$ cat config.mk
export PLATFORM = sky130hd
export DESIGN_NAME = cache_flush_seq
export DESIGN_NICKNAME = d
export VERILOG_FILES = /design/src/rtl/cache_flush_seq.sv
export SDC_FILE = /design/constraint.sdc
export NUM_CORES = 1
export LEC_CHECK = 0
export BUFFER_PORTS_ARGS = -buffer_cell sky130_fd_sc_hd__buf_2
export CAP_MARGIN = 5
export CORE_UTILIZATION = 48
export DETAILED_ROUTE_END_ITERATION = 8
export MAX_ROUTING_LAYER = met4
export PLACE_DENSITY = 0.82
export SLEW_MARGIN = 40
export SYNTH_ARGS = -nofsm -noshare
export SYNTH_HDL_FRONTEND = slang
export SYNTH_SLANG_ARGS = --single-unit
$ cat constraint.sdc
create_clock -name clk -period 1.6 [get_ports clk]
set_input_delay 0.08 -clock clk [delete_from_list [all_inputs] [get_ports clk]]
set_output_delay 0.08 -clock clk [all_outputs]
set_load 0.03 [all_outputs]
$ cat src/rtl/cache_flush_seq.sv
// cache_flush_seq -- whole-cache flush sequencer.
//
// Visits every (set, way) pair in order. For each pair it reads the set,
// checks the valid and dirty bits, writes back a dirty valid line, and then
// clears the line's dirty bit. Completion is signalled with a single-cycle
// pulse. All outputs are Moore-decoded from the state and the registered
// set and way counters.
//
// Optional feature: define CACHE_FLUSH_INVALIDATE_EN to invalidate every
// valid line as it is visited. A clean valid line then goes straight to
// CLEAN, and CLEAN asserts ClearValid together with ClearDirty. With the
// macro undefined, ClearValid is tied to 0.
//
// Ports:
//   clk, reset  : clock; asynchronous active-high reset
//   FlushReq    : start a flush (sampled only in IDLE)
//   ValidWay    : valid bits of set FlushSet, one cycle after FlushSet is driven
//   DirtyWay    : dirty bits of set FlushSet, same timing as ValidWay
//   WBAck       : writeback accepted (only looked at in WB)
//   FlushSet    : set index driven to the tag/data arrays
//   FlushWay    : one-hot way under service (0 while idle)
//   WBReq       : writeback request for (FlushSet, FlushWay)
//   ClearDirty  : clear dirty bit at (FlushSet, FlushWay)
//   ClearValid  : clear valid bit at (FlushSet, FlushWay)
//   Busy        : flush in progress
//   FlushDone   : one-cycle completion pulse
module cache_flush_seq #(
  parameter int NUMWAYS  = 4,
  parameter int NUMLINES = 128,
  parameter int SETLEN   = 7
) (
  input  logic               clk,
  input  logic               reset,
  input  logic               FlushReq,
  input  logic [NUMWAYS-1:0] ValidWay,
  input  logic [NUMWAYS-1:0] DirtyWay,
  input  logic               WBAck,
  output logic [SETLEN-1:0]  FlushSet,
  output logic [NUMWAYS-1:0] FlushWay,
  output logic               WBReq,
  output logic               ClearDirty,
  output logic               ClearValid,
  output logic               Busy,
  output logic               FlushDone
);

  localparam int WAYLEN = $clog2(NUMWAYS);

  typedef enum logic [2:0] {
    S_IDLE,
    S_READ,
    S_CHECK,
    S_WB,
    S_CLEAN,
    S_NEXT,
    S_DONE
  } state_t;

  state_t            state, state_next;
  logic [SETLEN-1:0] set_q, set_d;
  logic [WAYLEN-1:0] way_q, way_d;
  logic              last_line;
  logic              line_valid, line_dirty;

  always_ff @(posedge clk or posedge reset) begin
    if (reset) begin
      state <= S_IDLE;
      set_q <= '0;
      way_q <= '0;
    end else begin
      state <= state_next;
      set_q <= set_d;
      way_q <= way_d;
    end
  end

  assign last_line  = (set_q == SETLEN'(NUMLINES - 1)) && (way_q == WAYLEN'(NUMWAYS - 1));
  assign line_valid = ValidWay[way_q];
  assign line_dirty = DirtyWay[way_q];

  always_comb begin
    state_next = state;
    set_d      = set_q;
    way_d      = way_q;
    unique case (state)
      S_IDLE: begin
        if (FlushReq) begin
          set_d      = '0;
          way_d      = '0;
          state_next = S_READ;
        end
      end
      S_READ:  state_next = S_CHECK;
      S_CHECK: begin
        if (line_valid && line_dirty) begin
          state_next = S_WB;
        end else begin
`ifdef CACHE_FLUSH_INVALIDATE_EN
          state_next = line_valid ? S_CLEAN : S_NEXT;
`else
          state_next = S_NEXT;
`endif
        end
      end
      S_WB: begin
        if (WBAck) state_next = S_CLEAN;
      end
      S_CLEAN: state_next = S_NEXT;
      S_NEXT: begin
        // The counters always advance. On the last line both of them wrap
        // to 0, so the sequencer goes back to IDLE with zeroed counters.
        way_d = way_q + WAYLEN'(1);
        if (way_q == WAYLEN'(NUMWAYS - 1)) set_d = set_q + SETLEN'(1);
        state_next = last_line ? S_DONE : S_READ;
      end
      S_DONE:  state_next = S_IDLE;
      default: state_next = S_IDLE;
    endcase
  end

  always_comb begin
    Busy       = (state != S_IDLE);
    FlushSet   = set_q;
    FlushWay   = Busy ? (NUMWAYS'(1) << way_q) : '0;
    WBReq      = (state == S_WB);
    ClearDirty = (state == S_CLEAN);
`ifdef CACHE_FLUSH_INVALIDATE_EN
    ClearValid = (state == S_CLEAN);
`else
    ClearValid = 1'b0;
`endif
    FlushDone  = (state == S_DONE);
  end

endmodule
==> results of run 1 <==
## cells by family after synthesis
kind of cell             Yosys count  share of synthesized area, %
AND/OR/NAND/NOR                   38                         26.97
other                              1                        0.4618
adder cells (fa/ha/maj)            5                         7.704
AO/OA/AOI/OAI                     14                         12.95
XOR/XNOR                           4                         4.314
multiplexers                       2                         4.160
flip-flops                        12                         36.98
buffers and inverters             10                         6.471
## tightest hold or removal path: stages
cell and delay [ns]:
sky130_fd_sc_hd__buf_2 0.10, sky130_fd_sc_hd__nand3_1 0.09, sky130_fd_sc_hd__o221ai_1 0.08
## registers in the layout, indices dropped and copies added (netlist names)
name / count
state: 3
FlushSet: 7
way_q: 2
## where the power goes
group          internal (mW)  switching [mW]  leakage (nW)
Sequential             0.369          0.0897         0.156
Clock                  0.139           0.122        0.0210
Combinational          0.358           0.491         0.380
## routing by layer
metal  GRT usage, %  vias up  part of all wire [%]
met1          29.95      319                    46
li1               -      366                     -
met5              -        -                     0
met3          5.532        5                   3.1
met4          13.94        0                   2.1
met2          32.54       12                    49
## per-stage QoR
step	worst slack, ns	power [mW]	hold slack [ns]	cells	instance area (um2)
after global placement	0.07757	1.174	0.1024	128	967.2
after global routing	-0.01361	1.668	0.1160	137	1069
after CTS	0.0007554	1.515	0.06675	135	1035
after floorplan	0.01941	0.9973	-0.05537	86	813.3
final	0.04559	1.568	0.08531	137	1069
after detailed placement	0.07373	1.199	0.1202	128	967.2
## what timing repair did
action	CTS	global route
hold endpoints to repair	12	0
pin swaps	0	2
setup endpoints to repair	4	10
setup buffers	2	2
hold buffers	1	0
gates cloned	0	0
gates resized for setup	2	10
## layout by cell type (no fill, tap or decap), types with 2 or more instances in the layout
cell type	count
sky130_fd_sc_hd__and2_1	5
sky130_fd_sc_hd__nor3b_1	2
sky130_fd_sc_hd__o2111ai_1	3
sky130_fd_sc_hd__o21ai_0	3
sky130_fd_sc_hd__ha_1	5
sky130_fd_sc_hd__nand2b_1	2
sky130_fd_sc_hd__buf_4	8
sky130_fd_sc_hd__nor2_1	7
sky130_fd_sc_hd__a21oi_1	2
sky130_fd_sc_hd__clkbuf_4	4
sky130_fd_sc_hd__xor2_1	4
sky130_fd_sc_hd__inv_2	2
sky130_fd_sc_hd__inv_1	3
sky130_fd_sc_hd__dfrtp_1	8
sky130_fd_sc_hd__nand2_1	8
sky130_fd_sc_hd__buf_2	25
sky130_fd_sc_hd__dfrtp_2	4
sky130_fd_sc_hd__nand3_1	3
## worst paths after layout
check / start / endpoint / slack (ns) / cells past startpoint
setup / recovery: state[0] / FlushWay[0] / 0.05 / 5
hold / removal: WBAck / state[2] / 0.09 / 3
setup reg to reg: FlushSet[0] / state[1] / 0.09 / 5
hold reg to reg: FlushSet[6] / FlushSet[6] / 0.54 / 1
max in group asynchronous: reset / FlushSet[0] / 0.93 / 3
min in group asynchronous: reset / way_q[0] / 0.32 / 3
## cell type report
| type | instances | area share, % |
|---|---|---|
| inverter | 5 | 1.756 |
| tap | 16 | 1.874 |
| multi-input combinational | 64 | 44.38 |
| timing repair buffer | 36 | 20.02 |
| clock buffer | 4 | 3.396 |
| sequential | 12 | 28.57 |
==> Implementation_results.wiki, run 1 <==
{| class="wikitable"
! Metric !! Value
|-
| Run status || complete, no violations
|-
| Kind of critical path || reg2out
|-
| Finished Core Util || between 60 and 70%
|-
| Startpoint kind of the worst setup timing path || flip-flop
|-
| Shortest clock period the worst path allows after layout || around 1.6 ns
|-
| Max-cap viol count || 0
|-
| Final routed DRC violation total || 0
|-
| Vert. Die Dim || around 43 um
|-
| Post-synthesis instance area || between 800 and 900 um2
|-
| Critical path arrival || ~1.5 ns
|-
| Critical path's largest stage delay || between 0.4 and 0.5 ns
|-
| Cell types with the highest counts after synthesis || sky130_fd_sc_hd__dfrtp_1 (12), sky130_fd_sc_hd__nand2_1 (8), sky130_fd_sc_hd__nor2_1 (7), sky130_fd_sc_hd__and2_1 (6)
|-
| Leak pwr || roughly 0.56 nW
|-
| Nets@finish || about 140
|-
| Vias after detailed routing || 702
|-
| Achievable clock frequency || about 640 MHz
|-
| Max VDD drop || 0.8022 mV
|-
| Last weighted congestion value of the routability-driven placer || 0.8952
|-
| Post-synth cell types || 33
|-
| Worst-Skew Late Latency || between 0.2 and 0.3 ns
|-
| Count leader, synth || sky130_fd_sc_hd__dfrtp_1
|-
| Vias in the first global route || approximately 700
|-
| Worst Setup End Kind || primary output
|-
| Power per Cell Area || about 1500 nW/um2
|-
| Biggest area consumer among synthesized cells || sky130_fd_sc_hd__dfrtp_1
|-
| Sequential area share after synthesis || between 30% and 40%
|-
| Number of diodes added for antenna fixing || 0
|-
| Number of clock buffers inserted by TritonCTS || 3
|-
| Number of synthesized register bits || 12
|-
| Pin count of the biggest net entering global routing || 13
|-
| Critical Path RT || 1.52 ns
|-
| Width of the die || ~43 um
|-
| CTS Buffer Depth || 2
|-
| DIE AREA || 1860 um2
|-
| Commonest register cell after synthesis || sky130_fd_sc_hd__dfrtp_1
|-
| Ratio of routed vias to standard cells || between 5 and 6
|-
| Row Count || 14
|-
| Register clock-pin slew on the reported worst setup and hold paths || approximately 0.090 ns
|-
| Ratio of final minimum period to clock period || between 90% and 100%
|-
| Wire length per cell || between 10 and 15 um
|-
| Slowest cell on crit path || sky130_fd_sc_hd__dfrtp_2
|-
| CP bufs+invs || 3
|-
| Core Box Area || around 1500 um2
|-
| Number of enable-type register cells in the synthesized netlist || 0
|-
| Gate Count Post-Synth || 86
|-
| Overall fraction of global-route tracks in use || between 20% and 30%
|-
| Yosys warning total || 0
|-
| Max-slew violation count || 0
|-
| RSZ-0062 raised after global routing || true
|-
| Total wire length after detailed routing || ~1.8 mm
|-
| Layout cells sized above 1 || 43.80%
|-
| Post-detailed-placement half-perimeter wirelength || ~1.4 mm
|-
| Layout-stage area growth over the synthesis result || 31.59%
|-
| Final Hold Viols || 0
|-
| Initial core utilization || a little over half
|-
| Initial DRT Pass Iterations || 6
|-
| Footprint of the multi-input gates || 474.2 um2
|-
| Number of failing setup endpoints in the final timing report || 0
|-
| Family with the most delay on the worst path || flip-flops
|-
| Clock tree from TritonCTS || built
|-
| Tightest Hold Check Type || in2reg
|-
| Fraction of registers with async set or reset after synthesis || 100.0%
|-
| Number of antenna violations at the first check in global routing || 0
|-
| Number of buffers added on ports || 26
|-
| Sequential standard cell area || ~300 um2
|-
| Largest driver fanout on the critical path || 6
|-
| Global-route wire length before repair || between 3 and 4 mm
|-
| Largest cells by area after synthesis || sky130_fd_sc_hd__dfrtp_1 (37%), sky130_fd_sc_hd__ha_1 (7.7%), sky130_fd_sc_hd__and2_1 (4.6%), sky130_fd_sc_hd__xor2_1 (4.3%), sky130_fd_sc_hd__nand2_1 (3.7%)
|-
| Share of the synthesized area in the top cell type || about 37%
|-
| Sink Count || 12
|-
| Summed negative setup slack over all endpoints || 0 ns
|-
| Number of violations reported at the end of detailed-routing iteration 0 || 14
|-
| Congestion Overflow GR || 0
|-
| Worst clock skew on the final layout || 0.008058 ns
|-
| Cell-by-cell listing of the critical path || buf_4 > nor3_4 > inv_2 > and2_1 > buf_2
|-
| CTS root buffer || sky130_fd_sc_hd__clkbuf_4
|-
| Remaining number of nets flagged by the antenna check after routing || 0
|-
| Count of fill cells added during filler insertion || ~130
|-
| Number of H-tree branching levels || 1
|-
| Post-synthesis average cell area || between 9 and 10 um2
|-
| Number of nets produced by synthesis || 103
|-
| Boundary pin count || 28
|}
Note: power is estimated with default switching activity, not from simulation.
==> run 2: changes to the inputs <==
--- a/config.mk
+++ b/config.mk
@@ -8,9 +8,11 @@
 export BUFFER_PORTS_ARGS = -buffer_cell sky130_fd_sc_hd__buf_2
 export CAP_MARGIN = 5
 export CORE_UTILIZATION = 48
+export CTS_CLUSTER_DIAMETER = 30
 export DETAILED_ROUTE_END_ITERATION = 8
 export MAX_ROUTING_LAYER = met4
 export PLACE_DENSITY = 0.82
+export SETUP_SLACK_MARGIN = 0.3
 export SLEW_MARGIN = 40
 export SYNTH_ARGS = -nofsm -noshare
 export SYNTH_HDL_FRONTEND = slang
==> Implementation_results.wiki, run 2 (synthesized netlist as in run 1, its figures left out) <==
{| class="wikitable"
! Metric !! Value
|-
| Row Count || 14 (unchanged)
|-
| Wire length per cell || 16.89 um (+27%)
|-
| Layout cells sized above 1 || 65.19% (+21 points)
|-
| Layout-stage area growth over the synthesis result || 65.33%
|-
| Post-detailed-placement half-perimeter wirelength || 1.240 mm (-8.8%)
|-
| Kind of critical path || reg2reg
|-
| Overall fraction of global-route tracks in use || 27.77% (+4.6 points)
|-
| Critical Path RT || 1.81 ns (+0.29 ns)
|-
| Startpoint kind of the worst setup timing path || flip-flop
|-
| Max-cap viol count || 0 (unchanged)
|-
| Clock power share || 11.9% (-4.7 points)
|-
| CTS Buffer Depth || 2 (unchanged)
|-
| Initial DRT Pass Iterations || 4 (-2)
|-
| Number of antenna violations at the first check in global routing || 0 (unchanged)
|-
| Vias after detailed routing || 841 (+20%)
|-
| Final Hold Viols || 0 (unchanged)
|-
| Most common cell after layout, fill and taps aside || sky130_fd_sc_hd__buf_2
|-
| Global-route wire length before repair || 3.684 mm (+21%)
|-
| Boundary pin count || 28 (unchanged)
|-
| Number of violations reported at the end of detailed-routing iteration 0 || 24 (+10)
|-
| Width of the die || 43.13 um (unchanged)
|-
| Flip-flop count of the largest register after layout || 7 (unchanged)
|-
| Summed negative setup slack over all endpoints || 0 ns (unchanged)
|-
| Leak pwr || 0.6492 nW (+17%)
|-
| Internal Power || 1.185 mW (+37%)
|-
| Worst Setup End Kind || flip-flop
|-
| Vert. Die Dim || 43.13 um (unchanged)
|-
| Shortest clock period the worst path allows after layout || 1.485 ns (-0.06907 ns)
|-
| Max VDD drop || 1.207 mV (+50%)
|-
| Switching Fraction || 42.24% (-2.5 points)
|-
| Clock tree from TritonCTS || built
|-
| Worst-Skew Late Latency || 0.28 ns (about the same)
|-
| Sink Count || 12 (unchanged)
|-
| Pin count of the biggest net entering global routing || 13 (unchanged)
|-
| DIE AREA || 1860 um2 (unchanged)
|-
| Reported net switching power || 867.1 uW (+23%)
|-
| Finished layout cell area || 1343 um2 (+26%)
|-
| Core Box Area || 1541 um2 (unchanged)
|-
| Placed cell areas || 1003 um2 (+3.8%)
|-
| Number of clock buffers inserted by TritonCTS || 3 (unchanged)
|-
| Portion of total power attributed to sequential cells || 22.9% (-6.3 points)
|-
| Finished Core Util || 87.09% (+18 points)
|-
| Worst clock skew on the final layout || 0.007181 ns (-0.0008768 ns)
|-
| Critical path arrival || 1.69 ns (+0.22 ns)
|-
| Combinational Power Share || 65.2% (+11 points)
|-
| Most frequent cells in the layout || sky130_fd_sc_hd__buf_2 (18), sky130_fd_sc_hd__buf_4 (17), sky130_fd_sc_hd__buf_6 (14), sky130_fd_sc_hd__nand2_1 (7)
|-
| Last weighted congestion value of the routability-driven placer || 0.8012 (-11%)
|-
| Initial core utilization || 52.68% (unchanged)
|-
| CTS root buffer || sky130_fd_sc_hd__clkbuf_4
|-
| Power per Cell Area || 1529 nW/um2 (+4.2%)
|-
| Register clock-pin slew on the reported worst setup and hold paths || 0.08 ns (about the same)
|-
| RSZ-0062 raised after global routing || true
|-
| Remaining number of nets flagged by the antenna check after routing || 0 (unchanged)
|-
| Total wire length after detailed routing || 2.550 mm (+40%)
|-
| Max-slew violation count || 0 (unchanged)
|-
| Congestion Overflow GR || 0 (unchanged)
|-
| Nets@finish || 153 (+10%)
|-
| Count of fill cells added during filler insertion || 70 (-47%)
|-
| Final routed DRC violation total || 0 (unchanged)
|-
| Tightest Hold Check Type || in2reg
|-
| Number of H-tree branching levels || 1 (unchanged)
|-
| Run status || complete, no violations
|-
| Vias in the first global route || 834 (+22%)
|-
| Achievable clock frequency || 673.2 MHz (+4.7%)
|-
| Ratio of final minimum period to clock period || 92.83% (-4.3 points)
|-
| Ratio of routed vias to standard cells || 5.570 (+8.7%)
|-
| Number of buffers added on ports || 26 (unchanged)
|-
| Largest driver fanout on the critical path || 6 (unchanged)
|-
| Number of diodes added for antenna fixing || 0 (unchanged)
|-
| Number of failing setup endpoints in the final timing report || 0 (unchanged)
|}
==> run 2: repair_timing <==
action                                  CTS  global route
endpoints found under the setup margin   17            20
pin swaps                                17             5
resized for setup                        35            13
endpoints found under the hold margin    12             0
setup buffers                            15             4
hold buffers                              1             0
==> run 2: final cells by class <==
cell class | count | area [um2] | area share (%)
multi-input cells | 64 | 574.3 | 42.78
repair buffers | 50 | 385.4 | 28.70
flip-flops and latches | 12 | 307.8 | 22.93
clock buffers | 4 | 36.28 | 2.703
well taps | 16 | 20.02 | 1.491
inverters | 5 | 18.77 | 1.398
==> run 2: per-stage QoR <==
step	setup WS, ns	cells	hold slack (ns)	power [mW]
detailed placement	0.1046	127	0.1124	1.209
global placement	0.1550	127	0.1080	1.186
finish	0.1147	151	0.07339	2.053
global route	0.03117	151	0.08254	2.156
CTS	0.1678	147	0.07334	1.828
floorplan	0.1415	86	-0.05550	1.030
==> run 2: critical path, stage by stage, from the launching register on <==
cell                        delay, ns
sky130_fd_sc_hd__dfrtp_1         0.44
sky130_fd_sc_hd__ha_2            0.22
sky130_fd_sc_hd__and4b_4         0.34
sky130_fd_sc_hd__o2111ai_2       0.16
sky130_fd_sc_hd__xor2_1          0.17
sky130_fd_sc_hd__nor2_1          0.09
==> run 2: layer usage <==
metal  global-route usage, %  vias up  wire length, um
met4                   9.091        0               51
met3                   10.64        6              141
met2                   44.78       42             1277
met1                   31.55      393             1079
li1                        -      400                -
met5                       -        -                0
==> run 2: power by group through the flow <==
stage	registers, mW	logic (mW)	clock network (mW)
6_report	0.470	1.34	0.245
5_1_grt	0.480	1.41	0.265
3_5_place_dp	0.456	0.752	0
4_1_cts	0.456	1.12	0.248
2_1_floorplan	0.430	0.600	0
3_3_place_gp	0.457	0.729	0
==> run 2: worst paths after layout <==
path,startpoint,endpoint,slack [ns],cells past startpoint
worst min-delay path,WBAck,state[2],0.07,3
worst min register to register,FlushSet[4],FlushSet[4],0.56,2
max in group asynchronous,reset,state[1],0.92,3
worst max-delay path,way_q[1],FlushSet[5],0.11,5
min in group asynchronous,reset,way_q[1],0.34,3
worst max register to register,way_q[1],FlushSet[5],0.11,5
==> run 3: changes to the inputs <==
--- a/config.mk
+++ b/config.mk
@@ -8,6 +8,7 @@
 export BUFFER_PORTS_ARGS = -buffer_cell sky130_fd_sc_hd__buf_2
 export CAP_MARGIN = 5
 export CORE_UTILIZATION = 48
+export CTS_BUF_LIST = sky130_fd_sc_hd__clkbuf_8
 export CTS_CLUSTER_DIAMETER = 30
 export DETAILED_ROUTE_END_ITERATION = 8
 export MAX_ROUTING_LAYER = met4
==> Implementation_results.wiki, run 3 (synthesized netlist as in run 1, its figures left out) <==
{| class="wikitable"
! Metric !! Value
|-
| Run status || finished with violations
|-
| Failing checks || negative setup slack
|-
| CTS root buffer || sky130_fd_sc_hd__clkbuf_8
|-
| Final Hold Viols || 0 (unchanged)
|-
| Congestion Overflow GR || 0 (unchanged)
|-
| Post-detailed-placement half-perimeter wirelength || 1.240 mm (unchanged)
|-
| Max VDD drop || 1.255 mV (+4.0%)
|-
| Core Box Area || 1541 um2 (unchanged)
|-
| Origin of the worst min-delay path || WBAck
|-
| Count of fill cells added during filler insertion || 47 (-33%)
|-
| Register clock-pin slew on the reported worst setup and hold paths || 0.06 ns (-0.02 ns)
|-
| Remaining number of nets flagged by the antenna check after routing || 0 (unchanged)
|-
| Number of antenna violations at the first check in global routing || 0 (unchanged)
|-
| Total Power || 2.413 mW (+18%)
|-
| Cell count of the worst reg-to-reg path || 4 (-1)
|-
| Vias in the first global route || 801 (-4.0%)
|-
| Initial core utilization || 52.68% (unchanged)
|-
| Vert. Die Dim || 43.13 um (unchanged)
|-
| Kind of critical path || reg2reg
|-
| Power per Cell Area || 1678 nW/um2 (+9.8%)
|-
| Max-cap viol count || 0 (unchanged)
|-
| Launch point of the worst reg-to-reg path || way_q[1]
|-
| Hold Path Stages || 3 (unchanged)
|-
| Shortest clock period the worst path allows after layout || 1.665 ns (+0.1794 ns)
|-
| Vias after detailed routing || 951 (+13%)
|-
| Final routed DRC violation total || 0 (unchanged)
|-
| Critical path's largest stage delay || 0.54 ns (+0.10 ns)
|-
| Number of buffers added on ports || 26 (unchanged)
|-
| DIE AREA || 1860 um2 (unchanged)
|-
| Last weighted congestion value of the routability-driven placer || 0.8012 (unchanged)
|-
| Leak pwr || 0.6933 nW (+6.8%)
|-
| Pin count of the biggest net entering global routing || 13 (unchanged)
|-
| Setup ws final || -0.06478 ns (-0.1794 ns)
|-
| Number of clock buffers inserted by TritonCTS || 3 (unchanged)
|-
| Max-slew violation count || 0 (unchanged)
|-
| Critical Path RT || 1.71 ns (-0.10 ns)
|-
| Ratio of final minimum period to clock period || 104.0% (+11 points)
|-
| Finished Core Util || 93.26% (+6.2 points)
|-
| Layout-stage area growth over the synthesis result || 77.04%
|-
| Min-Delay Endpoint || state[2]
|-
| Worst clock skew on the final layout || 0.004090 ns (-0.003091 ns)
|-
| CTS Buffer Depth || 2 (unchanged)
|-
| Length of routed wiring on met1 || 1.277 mm (+18%)
|-
| Global-route wire length before repair || 3.877 mm (+5.2%)
|-
| Worst-Skew Late Latency || 0.26 ns (-0.02 ns)
|-
| Most frequent cells in the layout || sky130_fd_sc_hd__buf_4 (19), sky130_fd_sc_hd__buf_2 (18), sky130_fd_sc_hd__buf_6 (13)
|-
| Layout cells sized above 1 || 70.29% (+5.1 points)
|-
| End of the worst register-to-register path || state[2]
|-
| Largest driver fanout on the critical path || 4 (-2)
|-
| Number of diodes added for antenna fixing || 0 (unchanged)
|-
| Detailed route wirelength on metal3 || 268 um (+90%)
|-
| Wire length per cell || 22.34 um (+32%)
|-
| Critical path arrival || 1.78 ns (+0.09 ns)
|-
| Number of H-tree branching levels || 1 (unchanged)
|-
| Achievable clock frequency || 600.7 MHz (-11%)
|-
| Startpoint kind of the worst setup timing path || flip-flop
|-
| Worst Setup End Kind || flip-flop
|-
| DR WL met2 || 1.668 mm (+31%)
|-
| Row Count || 14 (unchanged)
|-
| Uppermost metal layer occupied by signal nets || met4
|-
| Number of failing setup endpoints in the final timing report || 1 (+1)
|-
| Number of violations reported at the end of detailed-routing iteration 0 || 60 (+150%)
|-
| RSZ-0062 raised after global routing || true
|-
| Flip-flop count of the largest register after layout || 7 (unchanged)
|-
| Width of the die || 43.13 um (unchanged)
|-
| Tightest Hold Check Type || in2reg
|-
| Boundary pin count || 28 (unchanged)
|-
| Minimum setup slack among reg-to-reg paths || -0.06 ns (-0.18 ns)
|-
| Overall fraction of global-route tracks in use || 30.44% (+2.7 points)
|-
| Total wire length after detailed routing || 3.440 mm (+35%)
|-
| Nets@finish || 156 (+2.0%)
|-
| Sink Count || 12 (unchanged)
|-
| Cell-by-cell listing of the critical path || inv_2 > mux4_2 > a21boi_1 > o221ai_1
|-
| Clock tree from TritonCTS || built
|-
| Initial DRT Pass Iterations || 4 (unchanged)
|-
| Most common cell after layout, fill and taps aside || sky130_fd_sc_hd__buf_4
|-
| Ratio of routed vias to standard cells || 6.175 (+11%)
|-
| Slowest cell on crit path || sky130_fd_sc_hd__mux4_2
|}
## run 3: changes by cell type in the layout (fill, tap and decap cells not counted), moves of 2 or more
cell,delta
sky130_fd_sc_hd__o21ai_2,+2
sky130_fd_sc_hd__buf_4,+2
sky130_fd_sc_hd__clkbuf_4,-3
sky130_fd_sc_hd__clkbuf_8,+3
## run 3: worst max-delay path by stage
stage	from	endpoint	cells after the start	slack [ns]
floorplan	state[2]	FlushSet[0]	4	0.14
global placement	way_q[1]	FlushSet[0]	4	0.15
detailed placement	way_q[1]	FlushSet[6]	4	0.10
CTS	way_q[1]	FlushSet[3]	5	0.17
global route	way_q[1]	state[2]	4	-0.06
finish	way_q[1]	state[2]	4	-0.06
## run 3: cell type report
type / instances / area [um2] / share of cell area [%]
inverters: 5 / 18.77 / 1.305
well taps: 16 / 20.02 / 1.393
clock buffers: 4 / 55.05 / 3.829
multi-input cells: 64 / 611.8 / 42.56
repair buffers: 53 / 424.2 / 29.50
flip-flops and latches: 12 / 307.8 / 21.41
## run 3: worst max-delay path: cells and delay by family (launching register included)
| family | cells | cell delay, ns |
|---|---|---|
| multiplexers | 1 | 0.54 |
| flip-flops | 1 | 0.46 |
| AO/OA/AOI/OAI | 2 | 0.39 |
| buffers and inverters | 1 | 0.12 |
## run 3: through the flow
step           TNS (ns)  area [um2]  hold slack (ns)  cells  setup WS (ns)
2_1_floorplan         0       870.8         -0.05550     86         0.1415
3_3_place_gp          0        1003           0.1080    127         0.1550
3_5_place_dp          0        1003           0.1124    127         0.1046
5_1_grt        -0.06452        1438           0.1593    154       -0.06057
4_1_cts               0        1279           0.1140    144         0.1701
6_report       -0.06478        1438           0.1687    154       -0.06478
## run 3: metal layers
layer	vias up	track usage (%)
li1	402	-
met5	-	-
met2	73	47.46
met1	452	36.02
met3	24	8.936
met4	0	13.94
## run 3: repair_timing
item | CTS | global route
pin swaps | 16 | 15
cloned | 0 | 0
hold buffers | 1 | 0
buffers inserted | 12 | 10
endpoints found under the setup margin | 16 | 20
gates resized for setup | 36 | 22
hold endpoints to repair | 12 | 0
## run 3: power breakdown
part           total [mW]  leakage, nW  switching (mW)  internal, mW
registers           0.489        0.153           0.119         0.370
clock network       0.365       0.0288           0.145         0.219
logic                1.56        0.512           0.774         0.785
total                2.41        0.693            1.04          1.37
